## src/rtl/sh2_wb_sched_if.sv

```systemverilog
`default_nettype none
// ============================================================================
// sh2_wb_sched_if : pipeline, load-return and register-file write port bundle
// Revision 1.0
// ============================================================================
interface sh2_wb_sched_if;
   logic        CE;
   logic        EN;
   logic        ALU_WE;
   logic [4:0]  ALU_ADDR;
   logic [31:0] ALU_D;
   logic        LD_ISSUE;
   logic [4:0]  LD_ADDR;
   logic        LD_RDY;
   logic [31:0] LD_D;
   logic        SRC_A_USE;
   logic [4:0]  SRC_A_ADDR;
   logic        SRC_B_USE;
   logic [4:0]  SRC_B_ADDR;
   logic        WAE;
   logic [4:0]  WA_ADDR;
   logic [31:0] WA_D;
   logic        WBE;
   logic [4:0]  WB_ADDR;
   logic [31:0] WB_D;
   logic        STALL;
   logic        FULL;
   logic        ERR;

   modport master (
      output CE, EN, ALU_WE, ALU_ADDR, ALU_D, LD_ISSUE, LD_ADDR, LD_RDY, LD_D,
             SRC_A_USE, SRC_A_ADDR, SRC_B_USE, SRC_B_ADDR,
      input  WAE, WA_ADDR, WA_D, WBE, WB_ADDR, WB_D, STALL, FULL, ERR
   );

   modport slave (
      input  CE, EN, ALU_WE, ALU_ADDR, ALU_D, LD_ISSUE, LD_ADDR, LD_RDY, LD_D,
             SRC_A_USE, SRC_A_ADDR, SRC_B_USE, SRC_B_ADDR,
      output WAE, WA_ADDR, WA_D, WBE, WB_ADDR, WB_D, STALL, FULL, ERR
   );
endinterface
`default_nettype wire

```

## src/rtl/sh2_wb_sched.sv

```systemverilog
`default_nettype none
// ============================================================================
// sh2_wb_sched : SH2 writeback scheduler (ALU on port A, queued loads on port B)
// Revision 1.0
// ============================================================================
module sh2_wb_sched #(
   parameter int DEPTH = 2
) (
   input  wire logic     CLK,
   input  wire logic     RST_N,
   sh2_wb_sched_if.slave bus
);
   localparam int AW = $clog2(DEPTH);

   logic [4:0]    mem_q [DEPTH];
   logic [4:0]    mem_d [DEPTH];
   logic [AW:0]   wr_ptr_q, wr_ptr_d;
   logic [AW:0]   rd_ptr_q, rd_ptr_d;
   logic          rb_valid_q, rb_valid_d;
   logic [4:0]    rb_addr_q, rb_addr_d;
   logic [31:0]   rb_data_q, rb_data_d;
   logic          err_q, err_d;

   logic [AW:0]   count;
   logic          empty;
   logic          full;
   logic          pop;
   logic          bad_rdy;
   logic          push;
   logic          drain;
   logic          stall;
   logic [31:0]   busy;

   always_comb begin
      count = wr_ptr_q - rd_ptr_q;
      empty = (wr_ptr_q == rd_ptr_q);
      full  = (wr_ptr_q[AW] != rd_ptr_q[AW]) &&
              (wr_ptr_q[AW-1:0] == rd_ptr_q[AW-1:0]);

      // One bit per architectural register: set while a load still owes it data.
      busy = '0;
      for (int k = 0; k < DEPTH; k++) begin
         if ((AW+1)'(k) < count)
            busy[mem_q[rd_ptr_q[AW-1:0] + AW'(k)]] = 1'b1;
      end
      if (rb_valid_q)
         busy[rb_addr_q] = 1'b1;

      pop     = bus.LD_RDY & bus.EN & ~empty & ~(rb_valid_q & ~bus.CE);
      bad_rdy = bus.LD_RDY & bus.EN & (empty | (rb_valid_q & ~bus.CE));

      // A pop in the same cycle frees a slot, so a full FIFO need not block issue.
      stall = (bus.SRC_A_USE & busy[bus.SRC_A_ADDR]) |
              (bus.SRC_B_USE & busy[bus.SRC_B_ADDR]) |
              (bus.ALU_WE    & busy[bus.ALU_ADDR])   |
              (bus.LD_ISSUE  & full & ~pop);
      push  = bus.LD_ISSUE & bus.CE & bus.EN & ~stall;
      drain = rb_valid_q & bus.CE & bus.EN;

      mem_d    = mem_q;
      wr_ptr_d = wr_ptr_q;
      rd_ptr_d = rd_ptr_q;
      if (push) begin
         mem_d[wr_ptr_q[AW-1:0]] = bus.LD_ADDR;
         wr_ptr_d                = wr_ptr_q + (AW+1)'(1);
      end

      rb_valid_d = rb_valid_q;
      rb_addr_d  = rb_addr_q;
      rb_data_d  = rb_data_q;
      if (pop) begin
         rd_ptr_d   = rd_ptr_q + (AW+1)'(1);
         rb_valid_d = 1'b1;
         rb_addr_d  = mem_q[rd_ptr_q[AW-1:0]];
         rb_data_d  = bus.LD_D;
      end else if (drain) begin
         rb_valid_d = 1'b0;
      end

      err_d = err_q | bad_rdy;
   end

   always_ff @(posedge CLK or negedge RST_N) begin
      if (!RST_N) begin
         for (int i = 0; i < DEPTH; i++)
            mem_q[i] <= '0;
         wr_ptr_q   <= '0;
         rd_ptr_q   <= '0;
         rb_valid_q <= 1'b0;
         rb_addr_q  <= '0;
         rb_data_q  <= '0;
         err_q      <= 1'b0;
      end else begin
         mem_q      <= mem_d;
         wr_ptr_q   <= wr_ptr_d;
         rd_ptr_q   <= rd_ptr_d;
         rb_valid_q <= rb_valid_d;
         rb_addr_q  <= rb_addr_d;
         rb_data_q  <= rb_data_d;
         err_q      <= err_d;
      end
   end

   assign bus.WAE     = bus.ALU_WE & bus.CE & bus.EN & ~stall;
   assign bus.WA_ADDR = bus.ALU_ADDR;
   assign bus.WA_D    = bus.ALU_D;
   assign bus.WBE     = drain;
   assign bus.WB_ADDR = rb_addr_q;
   assign bus.WB_D    = rb_data_q;
   assign bus.STALL   = stall;
   assign bus.FULL    = full;
   assign bus.ERR     = err_q;
endmodule
`default_nettype wire

```

## src/flat_wrapper.sv

```systemverilog
// flat-port wrapper written by rule: the top's interface ports become plain ports
module sh2_wb_sched_flat 
#(
   parameter int DEPTH = 2
)
  (CLK, RST_N, bus_CE, bus_EN, bus_ALU_WE, bus_ALU_ADDR, bus_ALU_D, bus_LD_ISSUE, bus_LD_ADDR, bus_LD_RDY, bus_LD_D, bus_SRC_A_USE, bus_SRC_A_ADDR, bus_SRC_B_USE, bus_SRC_B_ADDR, bus_WAE, bus_WA_ADDR, bus_WA_D, bus_WBE, bus_WB_ADDR, bus_WB_D, bus_STALL, bus_FULL, bus_ERR);
  sh2_wb_sched_if bus_i ();
  input  wire logic CLK;
  input  wire logic RST_N;
  input wire logic [$bits(bus_i.CE)-1:0] bus_CE;
  input wire logic [$bits(bus_i.EN)-1:0] bus_EN;
  input wire logic [$bits(bus_i.ALU_WE)-1:0] bus_ALU_WE;
  input wire logic [$bits(bus_i.ALU_ADDR)-1:0] bus_ALU_ADDR;
  input wire logic [$bits(bus_i.ALU_D)-1:0] bus_ALU_D;
  input wire logic [$bits(bus_i.LD_ISSUE)-1:0] bus_LD_ISSUE;
  input wire logic [$bits(bus_i.LD_ADDR)-1:0] bus_LD_ADDR;
  input wire logic [$bits(bus_i.LD_RDY)-1:0] bus_LD_RDY;
  input wire logic [$bits(bus_i.LD_D)-1:0] bus_LD_D;
  input wire logic [$bits(bus_i.SRC_A_USE)-1:0] bus_SRC_A_USE;
  input wire logic [$bits(bus_i.SRC_A_ADDR)-1:0] bus_SRC_A_ADDR;
  input wire logic [$bits(bus_i.SRC_B_USE)-1:0] bus_SRC_B_USE;
  input wire logic [$bits(bus_i.SRC_B_ADDR)-1:0] bus_SRC_B_ADDR;
  output wire logic [$bits(bus_i.WAE)-1:0] bus_WAE;
  output wire logic [$bits(bus_i.WA_ADDR)-1:0] bus_WA_ADDR;
  output wire logic [$bits(bus_i.WA_D)-1:0] bus_WA_D;
  output wire logic [$bits(bus_i.WBE)-1:0] bus_WBE;
  output wire logic [$bits(bus_i.WB_ADDR)-1:0] bus_WB_ADDR;
  output wire logic [$bits(bus_i.WB_D)-1:0] bus_WB_D;
  output wire logic [$bits(bus_i.STALL)-1:0] bus_STALL;
  output wire logic [$bits(bus_i.FULL)-1:0] bus_FULL;
  output wire logic [$bits(bus_i.ERR)-1:0] bus_ERR;
  assign bus_i.CE = bus_CE;
  assign bus_i.EN = bus_EN;
  assign bus_i.ALU_WE = bus_ALU_WE;
  assign bus_i.ALU_ADDR = bus_ALU_ADDR;
  assign bus_i.ALU_D = bus_ALU_D;
  assign bus_i.LD_ISSUE = bus_LD_ISSUE;
  assign bus_i.LD_ADDR = bus_LD_ADDR;
  assign bus_i.LD_RDY = bus_LD_RDY;
  assign bus_i.LD_D = bus_LD_D;
  assign bus_i.SRC_A_USE = bus_SRC_A_USE;
  assign bus_i.SRC_A_ADDR = bus_SRC_A_ADDR;
  assign bus_i.SRC_B_USE = bus_SRC_B_USE;
  assign bus_i.SRC_B_ADDR = bus_SRC_B_ADDR;
  assign bus_WAE = bus_i.WAE;
  assign bus_WA_ADDR = bus_i.WA_ADDR;
  assign bus_WA_D = bus_i.WA_D;
  assign bus_WBE = bus_i.WBE;
  assign bus_WB_ADDR = bus_i.WB_ADDR;
  assign bus_WB_D = bus_i.WB_D;
  assign bus_STALL = bus_i.STALL;
  assign bus_FULL = bus_i.FULL;
  assign bus_ERR = bus_i.ERR;
  sh2_wb_sched #(.DEPTH(DEPTH)) u_core (.CLK(CLK), .RST_N(RST_N), .bus(bus_i));
endmodule
```

## config.mk

```make
export PLATFORM = sky130hd
export DESIGN_NAME = sh2_wb_sched_flat
export DESIGN_NICKNAME = d
export VERILOG_FILES = /design/src/rtl/sh2_wb_sched_if.sv /design/src/rtl/sh2_wb_sched.sv /design/src/flat_wrapper.sv
export SDC_FILE = /design/constraint.sdc
export NUM_CORES = 1
export LEC_CHECK = 0
export ABC_AREA = 1
export BUFFER_PORTS_ARGS = -buffer_cell sky130_fd_sc_hd__buf_4
export CORE_MARGIN = 3
export CORE_UTILIZATION = 50
export CTS_BUF_LIST = sky130_fd_sc_hd__clkbuf_4 sky130_fd_sc_hd__clkbuf_8
export DETAILED_ROUTE_END_ITERATION = 8
export GPL_TIMING_DRIVEN = 0
export MAX_ROUTING_LAYER = met4
export PLACE_DENSITY = 0.8
export RECOVER_POWER = 25
export SLEW_MARGIN = 20
export SYNTH_ARGS = -nofsm -noshare
export SYNTH_HDL_FRONTEND = slang
export SYNTH_SLANG_ARGS = --single-unit
```

## constraint.sdc

```tcl
create_clock -name CLK -period 8.4 [get_ports CLK]
set_clock_uncertainty 0.2 [all_clocks]
set_input_delay 0.42 -clock CLK [delete_from_list [all_inputs] [get_ports CLK]]
set_output_delay 0.42 -clock CLK [all_outputs]
set_load 0.02 [all_outputs]
```

==> results of run 1 <==
[registers in the layout, summed over array words and instances (netlist names)]
signal / cells
u_core.rd_ptr_q: 2
u_core.bus.WB_D: 32
u_core.wr_ptr_q: 2
u_core.rb_valid_q: 1
u_core.bus.WB_ADDR: 5
u_core.bus.ERR: 1
u_core.mem_q: 10
[report_power, final]
group / internal [uW] / total (uW) / switching (uW)
clock network: 99.3 / 192 / 92.8
logic: 443 / 1420 / 979
registers: 374 / 468 / 94.3
[cell type report]
cell class	count	share of cell area, %
multi-input combinational	592	48.1
sequential	53	22.2
timing repair buffer	134	14.6
buffer	66	7.48
inverter	45	2.86
tap	129	2.70
clock buffer	6	1.38
clock inverter	2	0.690
[synthesized netlist by cell type (12+ instances only)]
cell type / n
nand3_1: 109
nand4_1: 76
clkbuf_1: 14
nand2_1: 313
nor3_1: 13
nor2_2: 12
buf_4: 37
dfrtp_1: 53
nor2_1: 13
nand3_2: 18
inv_1: 36
[per-stage QoR]
| step | utilization (%) | hold slack [ns] | cell area (um2) |
|---|---|---|---|
| after floorplan | - | -0.0756 | 4800 |
| after global placement | 64.2 | 0.253 | 5960 |
| after detailed placement | 64.5 | 0.260 | 5980 |
| after CTS | 65.9 | 0.0980 | 6120 |
| after global routing | 64.5 | 0.0957 | 5990 |
| final | 64.5 | 0.102 | 5990 |
[final timing paths]
path | start | end | slack, ns | depth (start not counted)
setup / recovery | u_core.wr_ptr_q[0] | bus_WAE | 4.33 | 21
hold / removal | bus_LD_D[27] | u_core.bus.WB_D[27] | 0.10 | 3
setup reg to reg | u_core.wr_ptr_q[0] | u_core.mem_q[8] | 4.96 | 21
hold reg to reg | u_core.bus.WB_D[22] | u_core.bus.WB_D[22] | 0.28 | 2
max in group asynchronous | RST_N | u_core.bus.WB_D[14] | 5.04 | 2
min in group asynchronous | RST_N | u_core.bus.WB_D[27] | 1.36 | 2
[logic make-up (layout without fill, tap and decap cells)]
logic type,Yosys count,in the layout
buffers and inverters,111,253
AOI/OAI and AO/OA,20,20
and+or+nand+nor,569,569
adders and majority gates,1,1
xor gates and xnor gates,2,2
DFF,53,53
[placed cells by master (no fill, tap or decap), drive strengths merged]
cell type	n
nor3	16
xor2	2
nand4	76
dlygate4sd3	1
nand2	322
buf	150
dfrtp	53
a31o	1
nor2	28
bufinv	1
inv	44
clkinv	2
clkbuf	55
ha	1
o21ai	19
nand3	127
[worst reg2reg max path: stages, from the launching register on]
cell and delay, ns:
dfrtp_1 0.37, buf_2 0.18, inv_1 0.22, ha_1 0.24, inv_1 0.06, nand3_2 0.09
nand2_4 0.11, nor2_2 0.38, nand3_1 0.19, nand3_1 0.24, nand2_1 0.08, nand3_1 0.09
nand3_1 0.11, nand3_1 0.10, nand2_1 0.06, nand2_1 0.05, nand3_1 0.06, nand2_1 0.14
nor2_4 0.09, buf_6 0.15, nand4_1 0.07, nand2_1 0.07
[layer usage]
layer | share of wire (%) | GRT usage, %
met1 | 39 | 41.0
met2 | 46 | 52.0
met3 | 11 | 6.70
met4 | 3.9 | 12.7
met5 | 0 | -
==> key figures, run 1 <==
Worst setup path
  – CP max-delay cell: nor2_2
  – Crit. End Element: output port
  – Data arrival, critical path: 3.45 ns
  – Critical-path maximum fanout: 9
  – CP Class: flop to output port
  – Startpoint types: flop
  – CP Cell Sequence: buf_2, inv_1, ha_1, inv_1, nand3_2, nand2_4, nor2_2, nand3_1, nand3_1, nand2_1, nand3_1, nand3_1, nand3_1, nand2_1, nand2_1, nand3_1, nand2_1, nor2_4, inv_1, nor2_1, buf_4
  – WP data required: 7.78 ns
  – Crit path largest cell delay: 0.38 ns
  – Crit-path most repeated cell: nand3_1
  – WP buf/inv: 5
  – Largest delay share family, worst path: simple AND/OR/NAND/NOR gates

Placement
  – Post-DP HPWL: 13800 um
  – Place WS: 4.80 ns
  – Port Buffers: 133
  – Gp weighted congestion: 0.944
  – Placed Cells incl. Taps: 1018

STA
  – Worst Max-Slew Pin Slew: 2.84 ns
  – Setup_tns: 0 ns
  – RSZ-0062 raised after global routing: no
  – Final Hold Vio Count: 0
  – Worst setup margin: 4.33 ns
  – Final Max Slew Viols: 54
  – Final min period: 4.07 ns
  – F_max: 246 MHz
  – Final setup fails: 0
  – Worst rel slew slack: -89.2%
  – Final Cycle Share: 48.5%

Clocking
  – Post-cts sizing count: 0
  – H-tree lvl count: 2
  – TritonCTS clock tree: built
  – Worst skew pair latency: 0.31 ns
  – Post CTS Setup Buffer Count: 0
  – Clock transition at path regs: 0.11 ns
  – Clock root buffer: clkbuf_8
  – CTS buffer count: 5
  – CTS sink cnt: 53
  – Max Root-Sink Buffers: 2
  – CTS Hold Buffers Added: 1

Layout
  – Area occupied by multi-input gates: 2880 um2
  – Layout area overhead: 24.6%
  – Filler Cells Inserted: 891
  – FF/Latch Area: 1330 um2
  – Final net count: 991
  – Share of cells above drive strength 1: 24.5%
  – N_diodes: 0
  – Non-filler cells, final: 1027

GRT
  – Vias in the first global route: 5652
  – Largest net degree at the start of global routing: 54
  – All-layer global routing usage: 32.7%
  – First-pass GRT wire length: 28000 um
  – Antenna violations before repair: 0
  – GRT overflow: 0

Die
  – Chip height: 104 um
  – Total core area: 9280 um2
  – Row cnt: 35
  – Initial Util: 51.8%
  – I/O pins: 172
  – Die Wd: 104 um
  – Die Area: 10800 um2

Logic synthesis
  – Post-Synth Adder-Cell Area: 0.260%
  – #FFs+latches synth: 53
  – Post-Synthesis Cells: 756
  – Area share of xor/xnor cells in the synthesized design: 0.365%
  – Synth unique cells: 28
  – Area contributors post-synth: dfrtp_1, nand2_1, nand3_1
  – Compound-cell area share of the yosys netlist: 2.79%
  – Synth Flop Type: dfrtp_1
  – Largest family of logic cells by synthesized area: simple AND/OR/NAND/NOR gates
  – Sequential area share after synthesis: 27.6%
  – Mean Syn Cell Area: 6.36 um2
  – Mapped cell area: 4800 um2
  – Dominant cell type by area after synthesis: dfrtp_1
  – Mux cell area share after synthesis: 0%
  – Async set-reset flop share out of synthesis: 100%
  – Synth top area share: 27.6%
  – Synth warnings: 0
  – Simple-Gate Fraction of Synth Area: 56.1%
  – Post-synth EDFFs: 0
  – Synthesized net count: 850

Power
  – Power density over the cells: 348 nW/um2
  – Max IR drop VDD: 0.198 mV
  – Final total power: 2080 uW
  – Leak: 0.00305 uW

Drt
  – Detailed Route WL: 17700 um
  – Via count: 5984
  – # DRC: 0
  – DR WL/cell: 17.3 um
  – Drt pass-1 iters: 8
  – Final ANT Viol Nets: 0
  – Via/cell ratio: 5.83
  – DR iter-0 viols: 757

Min path
  – Hold Crit Class: input pin to flop

Run status
  – Failing checks: capacitance limit, slew limit
  – Status: complete, but fails checks

Job
  – Max Cap Viol: 1
No activity file was read; power rests on OpenSTA's default activity.
==> run 2: changes to the inputs <==
--- a/config.mk
+++ b/config.mk
@@ -8,12 +8,12 @@
 export ABC_AREA = 1
 export BUFFER_PORTS_ARGS = -buffer_cell sky130_fd_sc_hd__buf_4
 export CORE_MARGIN = 3
-export CORE_UTILIZATION = 50
+export CORE_UTILIZATION = 47
 export CTS_BUF_LIST = sky130_fd_sc_hd__clkbuf_4 sky130_fd_sc_hd__clkbuf_8
 export DETAILED_ROUTE_END_ITERATION = 8
 export GPL_TIMING_DRIVEN = 0
 export MAX_ROUTING_LAYER = met4
-export PLACE_DENSITY = 0.8
+export PLACE_DENSITY = 0.79
 export RECOVER_POWER = 25
 export SLEW_MARGIN = 20
 export SYNTH_ARGS = -nofsm -noshare
==> constraint.sdc (replaced) <==
create_clock -name CLK -period 3.6 [get_ports CLK]
set_clock_uncertainty 0.2 [all_clocks]
set_input_delay 0.18 -clock CLK [delete_from_list [all_inputs] [get_ports CLK]]
set_output_delay 0.18 -clock CLK [all_outputs]
set_load 0.02 [all_outputs]
==> run 2 against run 1 <==
  * The run now ends clean
  * Global-route usage decreased by 0.76 points
  * First-iteration DRC count decreased by 25%
  * Via count increased by 2.1%
  * Critical endpoint unchanged
  * Critical path depth increased by 1
  * Power increased by 140%
  * Flip-flop and latch count unchanged
  * Register-to-register slack got worse by 4.5 ns
  * Non-clock buffer count increased by 43
  * Largest cell class unchanged
==> key figures, run 2 (synthesis gave the netlist of run 1 again) <==
Run status
  – Status: finished clean

Drt
  – # DRC: 0 (unchanged)
  – Detailed Route WL: 18300 um (+3.2%)
  – Final ANT Viol Nets: 0 (unchanged)
  – Via/cell ratio: 5.69 (-2.4%)
  – Via count: 6108 (+2.1%)
  – DR iter-0 viols: 567 (-25%)
  – Drt pass-1 iters: 7 (-1)
  – DR WL/cell: 17.1 um (-1.3%)

Placement
  – Port Buffers: 133 (unchanged)
  – Place WS: 0.279 ns (-4.52 ns)
  – Post-DP HPWL: 13100 um (-5.6%)
  – Gp weighted congestion: 0.985 (+4.3%)

GRT
  – Vias in the first global route: 5885 (+4.1%)
  – Antenna violations before repair: 0 (unchanged)
  – All-layer global routing usage: 31.9% (-0.76 points)
  – Largest net degree at the start of global routing: 54 (unchanged)
  – First-pass GRT wire length: 28600 um (+2.1%)
  – GRT overflow: 0 (unchanged)

Layout
  – Commonest non-fill, non-tap cell in the layout: nand2_1
  – Final net count: 1034 (+4.3%)
  – Max FFs per register: 32 (unchanged)
  – N_diodes: 0 (unchanged)
  – Share of cells above drive strength 1: 24.4% (-0.057 points)
  – Most frequent cells in the layout: nand2_1, buf_4, nand3_1, nand4_1, dfrtp_1
  – Layout area overhead: 34.8%

Worst setup path
  – CP max-delay cell: dfrtp_1
  – Startpoint types: flop
  – Critical-path maximum fanout: 10 (+1)
  – CP Class: flop to output port
  – WP data required: 3.22 ns (-4.56 ns)
  – Crit path largest cell delay: 0.39 ns (about the same)
  – Crit. End Element: output port
  – Crit-path most repeated cell: nand3_1
  – Data arrival, critical path: 2.98 ns (-0.47 ns)
  – FF-to-FF path depth: 23 (+9.5%)
  – CP Cell Sequence: buf_6, inv_4, ha_2, inv_1, nand3_2, nand2_8, nand2_4, buf_6, nand3_1, nand3_1, nand2_1, nand3_1, nand3_1, nand3_1, nand2_1, nand2_1, nand3_1, nand2_2, nor2_4, inv_1, nor2_1, buf_4

Power
  – Max IR drop VDD: 0.621 mV (+210%)
  – Leak: 0.00324 uW (+6.0%)
  – Power density over the cells: 776 nW/um2 (+120%)

Clocking
  – TritonCTS clock tree: built
  – CTS sink cnt: 53 (unchanged)
  – Clock root buffer: clkbuf_8
  – Max Root-Sink Buffers: 2 (unchanged)
  – CTS buffer count: 5 (unchanged)
  – H-tree lvl count: 2 (unchanged)
  – Worst skew pair latency: 0.32 ns (about the same)
  – Clock transition at path regs: 0.11 ns (about the same)

Die
  – Row cnt: 36 (+2.9%)
  – Total core area: 9860 um2 (+6.3%)
  – I/O pins: 172 (unchanged)
  – Chip height: 107 um (+3.0%)
  – Die Area: 11500 um2 (+6.0%)
  – Initial Util: 48.7% (-3.0 points)
  – Die Wd: 107 um (+3.0%)

STA
  – F_max: 298 MHz
  – Final Max Slew Viols: 0 (-100%)
  – Worst Max-Slew Pin Slew: 1.30 ns (-1.54 ns)
  – Final Hold Vio Count: 0 (unchanged)
  – Worst setup margin: 0.242 ns (-4.09 ns)
  – Final setup fails: 0 (unchanged)
  – Final Cycle Share: 93.3%
  – Worst rel slew slack: 13.2% (+100 points)
  – Final min period: 3.36 ns
  – RSZ-0062 raised after global routing: no
  – Setup_tns: 0 ns (unchanged)

Job
  – Max Cap Viol: 0 (-1)

Min path
  – Hold Crit Class: input pin to flop
  – Hold Path Depth: 4 (+1)
run 2: cell types whose count changed in the layout (fill, tap and decap cells not counted), moves of 2 or more:
| cell | previous run | this run |
|---|---|---|
| clkbuf_1 | 49 | 51 |
| dlygate4sd3_1 | 1 | 40 |
| inv_1 | 36 | 34 |
| inv_6 | 0 | 2 |
| nand3_1 | 109 | 105 |
| nand3_2 | 18 | 21 |
| nor3_2 | 7 | 5 |
| nor3_4 | 0 | 2 |
run 2: path summary, 6_finish.rpt:
kind                                      from             endpoint  slack, ns
hold / removal                          bus_CE    u_core.rb_valid_q       0.07
hold reg to reg            u_core.bus.WB_D[23]  u_core.bus.WB_D[23]       0.29
setup reg to reg            u_core.wr_ptr_q[0]      u_core.mem_q[8]       0.48
min in group asynchronous                RST_N  u_core.bus.WB_D[30]       0.48
max in group asynchronous                RST_N    u_core.rb_valid_q       1.92
setup / recovery            u_core.wr_ptr_q[0]              bus_WAE       0.24
run 2: where the power goes:
part           switching, uW  internal (uW)  total (uW)  leakage (uW)
combinational           2330           1160        3490       0.00252
clock                    220            213         432     0.0000591
sequential               236            872        1110      0.000660
total                   2790           2240        5030       0.00324
run 2: layout make-up:
type | count | area (um2)
Buffer | 66 | 454
Clock buffer | 5 | 68.8
Clock inverter | 3 | 47.5
Fill cell | 890 | 3390
Inverter | 45 | 178
Multi-Input combinational cell | 592 | 2940
Sequential cell | 53 | 1330
Tap cell | 133 | 166
Timing Repair Buffer | 177 | 1300
run 2: repair_timing:
item / CTS / global route
hold buffers: 40 / 0
endpoints found under the setup margin: 2 / 12
pin swaps: 1 / 3
endpoints found under the hold margin: 96 / 0
buffers inserted: 1 / 3
gates resized for setup: 1 / 17
run 2: routing by layer:
metal	part of all wire [%]	vias to the layer above	global-route usage [%]	wire, um
li1	-	2867	-	-
met1	40	2790	40.1	7240
met2	46	377	49.6	8380
met3	11	74	6.68	1940
met4	4.1	0	14.5	758
met5	0	-	-	0
run 2: critical path: cells and delay by family (launching register included):
kind                       cells  cell delay (ns)
adders and majority gates      1             0.22
buffers and inverters          6             0.66
DFF                            1             0.39
and+or+nand+nor               15             1.39
run 2: per-stage QoR:
stage          hold slack, ns  std cells  total power (uW)  area [um2]  utilization (%)
6_report               0.0698       1074              5030        6480             65.7
5_1_grt                0.0590       1074              5360        6480             65.7
4_1_cts                0.0663       1071              4760        6500             65.9
3_5_place_dp           0.0599       1022              4280        5970             60.6
3_3_place_gp           0.0512       1022              4240        5970             60.5
2_1_floorplan          -0.316        756              3240        4800                -
